$ cat config.mk
export PLATFORM = sky130hd
export DESIGN_NAME = dm_access_unit_flat
export DESIGN_NICKNAME = d
export VERILOG_FILES = /design/src/rtl/dm_access_unit_if.sv /design/src/rtl/dm_access_unit.sv /design/src/flat_wrapper.sv
export SDC_FILE = /design/constraint.sdc
export NUM_CORES = 1
export LEC_CHECK = 0
export ABC_AREA = 0
export ABC_CLOCK_PERIOD_IN_PS = 2500
export BUFFER_PORTS_ARGS = -buffer_cell sky130_fd_sc_hd__buf_2
export CAP_MARGIN = 15
export CORE_UTILIZATION = 49
export CTS_CLUSTER_DIAMETER = 50
export DETAILED_ROUTE_END_ITERATION = 8
export GPL_ROUTABILITY_DRIVEN = 0
export PLACE_DENSITY_LB_ADDON = 0.2
export SLEW_MARGIN = 20
export SYNTH_ARGS = -nofsm -noshare
export SYNTH_HDL_FRONTEND = slang
export SYNTH_SLANG_ARGS = --single-unit
$ cat constraint.sdc
create_clock -name clk -period 2.5 [get_ports clk]
set_input_delay 0.75 -clock clk [delete_from_list [all_inputs] [get_ports clk]]
set_output_delay 0.75 -clock clk [all_outputs]
set_load 0.05 [all_outputs]
$ cat src/rtl/dm_access_unit_if.sv
`default_nettype none
// ============================================================================
// Module      : dm_access_unit_if
// Description : Data-memory bus bundle between the load/store unit (master)
//               and the memory / interconnect (slave). Single outstanding
//               req/ack transfer, word-aligned address with byte enables.
// Revision    : 1.0 - initial release
// ============================================================================
interface dm_access_unit_if;
  logic        bus_req;
  logic        bus_we;
  logic [31:0] bus_addr;
  logic [3:0]  bus_be;
  logic [31:0] bus_wdata;
  logic        bus_ack;
  logic [31:0] bus_rdata;

  modport master (
    output bus_req, bus_we, bus_addr, bus_be, bus_wdata,
    input  bus_ack, bus_rdata
  );

  modport slave (
    input  bus_req, bus_we, bus_addr, bus_be, bus_wdata,
    output bus_ack, bus_rdata
  );
endinterface
`default_nettype wire

$ cat src/rtl/dm_access_unit.sv
`default_nettype none
// ============================================================================
// Module      : dm_access_unit
// Description : MEM-stage load/store unit. Turns a decoded load/store into a
//               req/ack data-bus transfer, builds byte enables and replicated
//               store data, extends load data, and stalls the pipeline until
//               the access completes, is rejected as misaligned, or times out.
// Revision    : 1.0 - initial release
// ============================================================================
module dm_access_unit #(
  parameter int unsigned TIMEOUT = 255
) (
  input  wire              clk,
  input  wire              rstn,
  input  wire              req_valid,
  input  wire              mem_read,
  input  wire              mem_write,
  input  wire  [2:0]       dm_type,
  input  wire  [31:0]      addr,
  input  wire  [31:0]      wdata,
  output logic             stall,
  output logic [31:0]      ld_data,
  output logic             ld_valid,
  output logic             misalign,
  output logic             bus_err,
  dm_access_unit_if.master bus
);

  // Access size classes after folding the dm_type encoding.
  localparam logic [1:0] c_SZ_WORD = 2'd0;
  localparam logic [1:0] c_SZ_HALF = 2'd1;
  localparam logic [1:0] c_SZ_BYTE = 2'd2;

  // Last wait-counter value before the request is abandoned; the ack may
  // still land in that final cycle.
  localparam logic [7:0] c_CNT_LAST = 8'(TIMEOUT - 1);

  typedef enum logic [1:0] {
    S_IDLE = 2'd0,
    S_BUS  = 2'd1,
    S_DONE = 2'd2
  } state_t;

  state_t      r_state;
  state_t      w_next;

  logic        w_op;
  logic        w_misal;
  logic        w_unsigned;
  logic [1:0]  w_size;
  logic [3:0]  w_be;
  logic [31:0] w_wdata;
  logic [7:0]  w_byte;
  logic [15:0] w_half;
  logic [31:0] w_ext;
  logic        w_cnt_last;

  logic        r_req;
  logic        r_we;
  logic [29:0] r_addr_hi;
  logic [3:0]  r_be;
  logic [31:0] r_wdata;
  logic [1:0]  r_size;
  logic        r_unsigned;
  logic [1:0]  r_off;
  logic [7:0]  r_cnt;
  logic [31:0] r_ld_data;
  logic        r_ld_valid;
  logic        r_misal;
  logic        r_err;

  // A store wins when both read and write are flagged.
  assign w_op       = req_valid & (mem_read | mem_write);
  assign w_cnt_last = (r_cnt == c_CNT_LAST);

  // Fold dm_type into size/signedness; reserved codes behave as word.
  always_comb begin
    w_size     = c_SZ_WORD;
    w_unsigned = 1'b0;
    case (dm_type)
      3'b001:  w_size = c_SZ_HALF;
      3'b010:  begin w_size = c_SZ_HALF; w_unsigned = 1'b1; end
      3'b011:  w_size = c_SZ_BYTE;
      3'b100:  begin w_size = c_SZ_BYTE; w_unsigned = 1'b1; end
      default: w_size = c_SZ_WORD;
    endcase
  end

  assign w_misal = ((w_size == c_SZ_WORD) && (addr[1:0] != 2'b00)) ||
                   ((w_size == c_SZ_HALF) && addr[0]);

  // Byte enables and lane-replicated store data for the incoming access.
  always_comb begin
    w_be    = 4'b1111;
    w_wdata = wdata;
    case (w_size)
      c_SZ_HALF: begin
        w_be    = addr[1] ? 4'b1100 : 4'b0011;
        w_wdata = {2{wdata[15:0]}};
      end
      c_SZ_BYTE: begin
        w_be    = 4'b0001 << addr[1:0];
        w_wdata = {4{wdata[7:0]}};
      end
      default: ;
    endcase
  end

  // Pick the addressed lane out of the read data and extend it.
  always_comb begin
    w_byte = bus.bus_rdata[{r_off, 3'b000} +: 8];
    w_half = r_off[1] ? bus.bus_rdata[31:16] : bus.bus_rdata[15:0];
    case (r_size)
      c_SZ_HALF: w_ext = r_unsigned ? {16'h0000, w_half} : {{16{w_half[15]}}, w_half};
      c_SZ_BYTE: w_ext = r_unsigned ? {24'h000000, w_byte} : {{24{w_byte[7]}}, w_byte};
      default:   w_ext = bus.bus_rdata;
    endcase
  end

  // State register.
  always_ff @(posedge clk or negedge rstn) begin
    if (!rstn) r_state <= S_IDLE;
    else       r_state <= w_next;
  end

  // Next state and the combinational stall.
  always_comb begin
    w_next = r_state;
    stall  = 1'b0;
    case (r_state)
      S_IDLE: begin
        stall = w_op & ~w_misal;
        if (w_op && !w_misal) w_next = S_BUS;
      end
      S_BUS: begin
        stall = 1'b1;
        if (bus.bus_ack)     w_next = S_DONE;
        else if (w_cnt_last) w_next = S_IDLE;
      end
      S_DONE:  w_next = S_IDLE;
      default: w_next = S_IDLE;
    endcase
  end

  // Bus request registers, wait counter, load capture and status pulses.
  always_ff @(posedge clk or negedge rstn) begin
    if (!rstn) begin
      r_req      <= 1'b0;
      r_we       <= 1'b0;
      r_addr_hi  <= '0;
      r_be       <= '0;
      r_wdata    <= '0;
      r_size     <= c_SZ_WORD;
      r_unsigned <= 1'b0;
      r_off      <= '0;
      r_cnt      <= '0;
      r_ld_data  <= '0;
      r_ld_valid <= 1'b0;
      r_misal    <= 1'b0;
      r_err      <= 1'b0;
    end else begin
      r_ld_valid <= 1'b0;
      r_misal    <= 1'b0;
      r_err      <= 1'b0;
      case (r_state)
        S_IDLE: begin
          if (w_op && w_misal) begin
            r_misal <= 1'b1;
          end else if (w_op) begin
            r_req      <= 1'b1;
            r_we       <= mem_write;
            r_addr_hi  <= addr[31:2];
            r_be       <= w_be;
            r_wdata    <= w_wdata;
            r_size     <= w_size;
            r_unsigned <= w_unsigned;
            r_off      <= addr[1:0];
            r_cnt      <= '0;
          end
        end
        S_BUS: begin
          if (bus.bus_ack) begin
            r_req <= 1'b0;
            if (!r_we) begin
              r_ld_data  <= w_ext;
              r_ld_valid <= 1'b1;
            end
          end else if (w_cnt_last) begin
            r_req <= 1'b0;
            r_err <= 1'b1;
          end else begin
            r_cnt <= r_cnt + 8'd1;
          end
        end
        default: ;
      endcase
    end
  end

  assign bus.bus_req   = r_req;
  assign bus.bus_we    = r_we;
  assign bus.bus_addr  = {r_addr_hi, 2'b00};
  assign bus.bus_be    = r_be;
  assign bus.bus_wdata = r_wdata;
  assign ld_data       = r_ld_data;
  assign ld_valid      = r_ld_valid;
  assign misalign      = r_misal;
  assign bus_err       = r_err;

endmodule
`default_nettype wire

$ cat src/flat_wrapper.sv
// flat-port wrapper written by rule: the top's interface ports become plain ports
module dm_access_unit_flat 
#(
  parameter int unsigned TIMEOUT = 255
)
  (clk, rstn, req_valid, mem_read, mem_write, dm_type, addr, wdata, stall, ld_data, ld_valid, misalign, bus_err, bus_bus_req, bus_bus_we, bus_bus_addr, bus_bus_be, bus_bus_wdata, bus_bus_ack, bus_bus_rdata);
  dm_access_unit_if bus_i ();
  input  wire clk;
  input  wire rstn;
  input  wire req_valid;
  input  wire mem_read;
  input  wire mem_write;
  input  wire  [2:0] dm_type;
  input  wire  [31:0] addr;
  input  wire  [31:0] wdata;
  output logic stall;
  output logic [31:0] ld_data;
  output logic ld_valid;
  output logic misalign;
  output logic bus_err;
  output wire logic [$bits(bus_i.bus_req)-1:0] bus_bus_req;
  output wire logic [$bits(bus_i.bus_we)-1:0] bus_bus_we;
  output wire logic [$bits(bus_i.bus_addr)-1:0] bus_bus_addr;
  output wire logic [$bits(bus_i.bus_be)-1:0] bus_bus_be;
  output wire logic [$bits(bus_i.bus_wdata)-1:0] bus_bus_wdata;
  input wire logic [$bits(bus_i.bus_ack)-1:0] bus_bus_ack;
  input wire logic [$bits(bus_i.bus_rdata)-1:0] bus_bus_rdata;
  assign bus_bus_req = bus_i.bus_req;
  assign bus_bus_we = bus_i.bus_we;
  assign bus_bus_addr = bus_i.bus_addr;
  assign bus_bus_be = bus_i.bus_be;
  assign bus_bus_wdata = bus_i.bus_wdata;
  assign bus_i.bus_ack = bus_bus_ack;
  assign bus_i.bus_rdata = bus_bus_rdata;
  dm_access_unit #(.TIMEOUT(TIMEOUT)) u_core (.clk(clk), .rstn(rstn), .req_valid(req_valid), .mem_read(mem_read), .mem_write(mem_write), .dm_type(dm_type), .addr(addr), .wdata(wdata), .stall(stall), .ld_data(ld_data), .ld_valid(ld_valid), .misalign(misalign), .bus_err(bus_err), .bus(bus_i));
endmodule
==> metrics.md <==
| Metric | Value |
|---|---|
| Placed cell area | `6950 um2` |
| Ports | `211` |
| Avg Inst Size Synth | `11.0 um2` |
| Pint | `5740 uW` |
| Post-synth EDFFs | `0` |
| Setup_tns | `-0.0794 ns` |
| Final HPWL DP | `10800 um` |
| Sequential share of the synthesized area | `0.528` |
| Synth Area in Adders | `0.0157` |
| Area share of xor/xnor cells in the synthesized design | `0.00313` |
| Worst hold slack | `0.292 ns` |
| Post-Route WL | `15100 um` |
| Timing-limited maximum frequency | `388 MHz` |
| Area Growth Syn to Fin | `36.4%` |
| Min cycle time layout | `2.58 ns` |
| Worst-margin pin slew | `0.654 ns` |
| Cell Area, Synth | `5590 um2` |
| Final Power | `10700 uW` |
| Yosys top cell by area | `dfrtp_1` |
| Top cells by area, synth | `dfrtp_1 53%, mux2_2 13%, a21oi_1 3.1%, nand2_1 2.8%, o21ai_0 2.6%` |
| RSZ-0062 raised after global routing | `true` |
| Main synth FF type | `dfrtp_1` |
| N_diodes | `0` |
| NetSw | `4990 uW` |
| Failing checks | `negative setup slack` |
| Starting Density | `0.509` |
| Cts hold-fix bufs | `0` |
| Synth Area in Simple Gates | `0.0853` |
| Grt total ovfl | `0` |
| Static Leak | `0.00372 uW` |
| Htree depth | `4` |
| Setup crit end kind | `output port` |
| Die Area | `11800 um2` |
| Sw Ratio | `0.465` |
| DRT iter0 DRCs | `288` |
| Num Clock Sinks | `118` |
| Clock share of power | `0.230` |
| Slew Limit Fails | `0` |
| CTS Buf Count | `17` |
| Row cnt | `38` |
| MaxCap Viol Count | `0` |
| Vias/cell | `5.48` |
| Flop pwr share | `0.297` |
| Die W | `109 um` |
| Post-DRT Antenna Nets | `0` |
| Port bufs | `208` |
| Core area | `11000 um2` |
| Slew HR | `0.563` |
| Number of fillers in the final layout | `831` |
| Endpoints failing hold | `0` |
| WP data arrival | `1.83 ns` |
| Largest family of logic cells by synthesized area | `multiplexers` |
| Required @ worst endpoint | `1.75 ns` |
| Synth Instances | `506` |
| Status | `finished, violations left` |
| Clk root buf | `clkbuf_16` |
| Seq cells post-synth | `118` |
| Share of async-settable or async-resettable flops after synthesis | `1.00` |
| CTS tree | `yes` |
| Kind of critical path | `in2out` |
| Yosys top cell area share | `0.528` |
| Yosys cell types | `50` |
| Largest net degree at the start of global routing | `49` |
| GRT Total Usage | `0.266` |
| Maximum vdd drop | `964 uV` |
| Yosys warning total | `0` |
| Post-route insts no fill | `886` |
| Drt first pass iters | `4` |
| Comb power frac | `0.473` |
| Final worst setup slack | `-0.0794 ns` |
| Tcrit/Tclk final | `1.03` |
| Post-synthesis compound-gate area fraction | `0.154` |
| Cells after DPL | `851` |
| Finished Cell Area | `7620 um2` |
| Vias | `4854` |
| First-pass GRT wire length | `23800 um` |
| Clk_lat worst skew | `0.41 ns` |
| Final Skew | `0.00817 ns` |
| Longest Clk Path Bufs | `2` |
| Setup-failing EPs final | `1` |
| Post-synthesis mux area share | `0.163` |
| CTS clock-pin slew for the worst setup and hold paths | `0.06 ns` |
| Worst hold path type | `in2async` |
| Initial antenna violation count | `0` |
| CP startpoint kind | `input port` |
| NumNets Final | `846` |
| Share of cells above drive strength 1 | `0.477` |
| Vias in the first global route | `4850` |
| DRC violations left | `0` |
| Avg WL per Cell | `17.0 um` |
| Top fanout value on the critical path | `5` |
| Pwr dens | `1410 nW/um2` |
| Die Span Y | `109 um` |
Yosys cell counts, types with 3 or more instances:
master	instances
dfrtp_1	118
nor3_1	3
a221oi_1	8
o21a_1	7
mux2_4	9
clkbuf_1	16
nor2_1	24
nor2b_1	4
buf_2	9
nand2b_1	7
o21ai_0	29
nand3_1	9
a21oi_1	35
a31oi_1	5
ha_1	7
mux2i_1	3
a22o_1	15
o41ai_1	3
nand2_1	41
o22ai_1	10
o211ai_1	3
mux2_2	66
inv_1	34
a22oi_1	8
power groups by stage:
stage          clock network, uW  logic, uW  registers [uW]
6_report                    2470       5080            3180
3_3_place_gp                   0       5000            3160
4_1_cts                     2500       5100            3190
5_1_grt                     2590       5330            3290
3_5_place_dp                   0       5070            3200
2_1_floorplan                  0       1310            5630
layout by cell type, fill, tap and decap left out, types with 5 or more instances in the layout:
| cell type | count |
|---|---|
| a21oi_1 | 34 |
| a221oi_1 | 8 |
| a22o_1 | 15 |
| a22oi_1 | 8 |
| a31oi_1 | 5 |
| buf_2 | 204 |
| buf_4 | 29 |
| clkbuf_16 | 17 |
| dfrtp_1 | 118 |
| ha_1 | 5 |
| inv_1 | 34 |
| mux2_2 | 66 |
| mux2_4 | 9 |
| nand2_1 | 40 |
| nand2b_1 | 7 |
| nand3_1 | 9 |
| nor2_1 | 22 |
| o21a_1 | 7 |
| o21ai_0 | 28 |
| o22ai_1 | 10 |
flip-flops by register name, summed over array words and instances (netlist names), 2 cells and up:
name,count
u_core.ld_data,32
u_core.r_off,2
u_core.bus.bus_be,4
u_core.r_size,2
u_core.r_cnt,8
u_core.r_addr_hi,30
u_core.r_state,2
u_core.bus.bus_wdata,32
kinds of logic after synthesis:
logic type	count (synthesis)
adder cells (fa/ha/maj)	7
AND/OR/NAND/NOR	101
flip-flops	118
AO/OA/AOI/OAI	133
other	1
XOR/XNOR	2
buffers and inverters	66
multiplexers	78
area by class of cell:
type	instances	area [um2]	share of cell area
clock buffers	22	474	0.0622
inverters	34	128	0.0167
flip-flops and latches	118	2950	0.387
clock inverters	9	125	0.0164
repair buffers	240	1360	0.178
well taps	140	175	0.0230
multi-input cells	323	2410	0.316
worst max-delay path, stage by stage:
cell and delay (ns):
buf_8 0.11, xor2_2 0.17, nand2b_1 0.09, inv_1 0.05, ha_2 0.18, nand2_2 0.07, a31oi_4 0.09, o21ai_4 0.14
buf_6 0.17
final timing paths:
path                       cells after the start  slack [ns]                           from                              to
setup / recovery                               9       -0.08                     dm_type[1]                           stall
hold / removal                                 1        0.29                           rstn  u_core.bus.bus_req$_DFFE_PN0P_
setup reg to reg                               6        0.48   u_core.r_size[0]$_DFFE_PN0P_   u_core.ld_data[6]$_DFFE_PN0P_
hold reg to reg                                2        0.48  u_core.ld_data[7]$_DFFE_PN0P_   u_core.ld_data[7]$_DFFE_PN0P_
max in group asynchronous                      2        1.60                           rstn  u_core.ld_data[28]$_DFFE_PN0P_
min in group clk                               2        0.48  u_core.ld_data[7]$_DFFE_PN0P_   u_core.ld_data[7]$_DFFE_PN0P_
per-layer routing:
metal,part of all wire,track usage,up-vias
li1,-,-,2255
met1,0.40,0.316,2382
met2,0.50,0.435,185
met3,0.067,0.0825,32
met4,0.027,0.136,0
met5,0,0,-
per-stage QoR:
stage	util	setup slack, ns
finish	0.694	-0.0794
global route	0.694	-0.175
CTS	0.693	-0.0801
detailed placement	0.633	-0.214
global placement	0.633	-0.187
floorplan	-	-0.0486
what timing repair did:
| item | in CTS | in global routing |
|---|---|---|
| buffers inserted | 3 | 1 |
| pin swaps | 4 | 1 |
| endpoints found under the setup margin | 1 | 27 |
| gates resized for setup | 10 | 2 |
(Power assumes the default switching activity.)
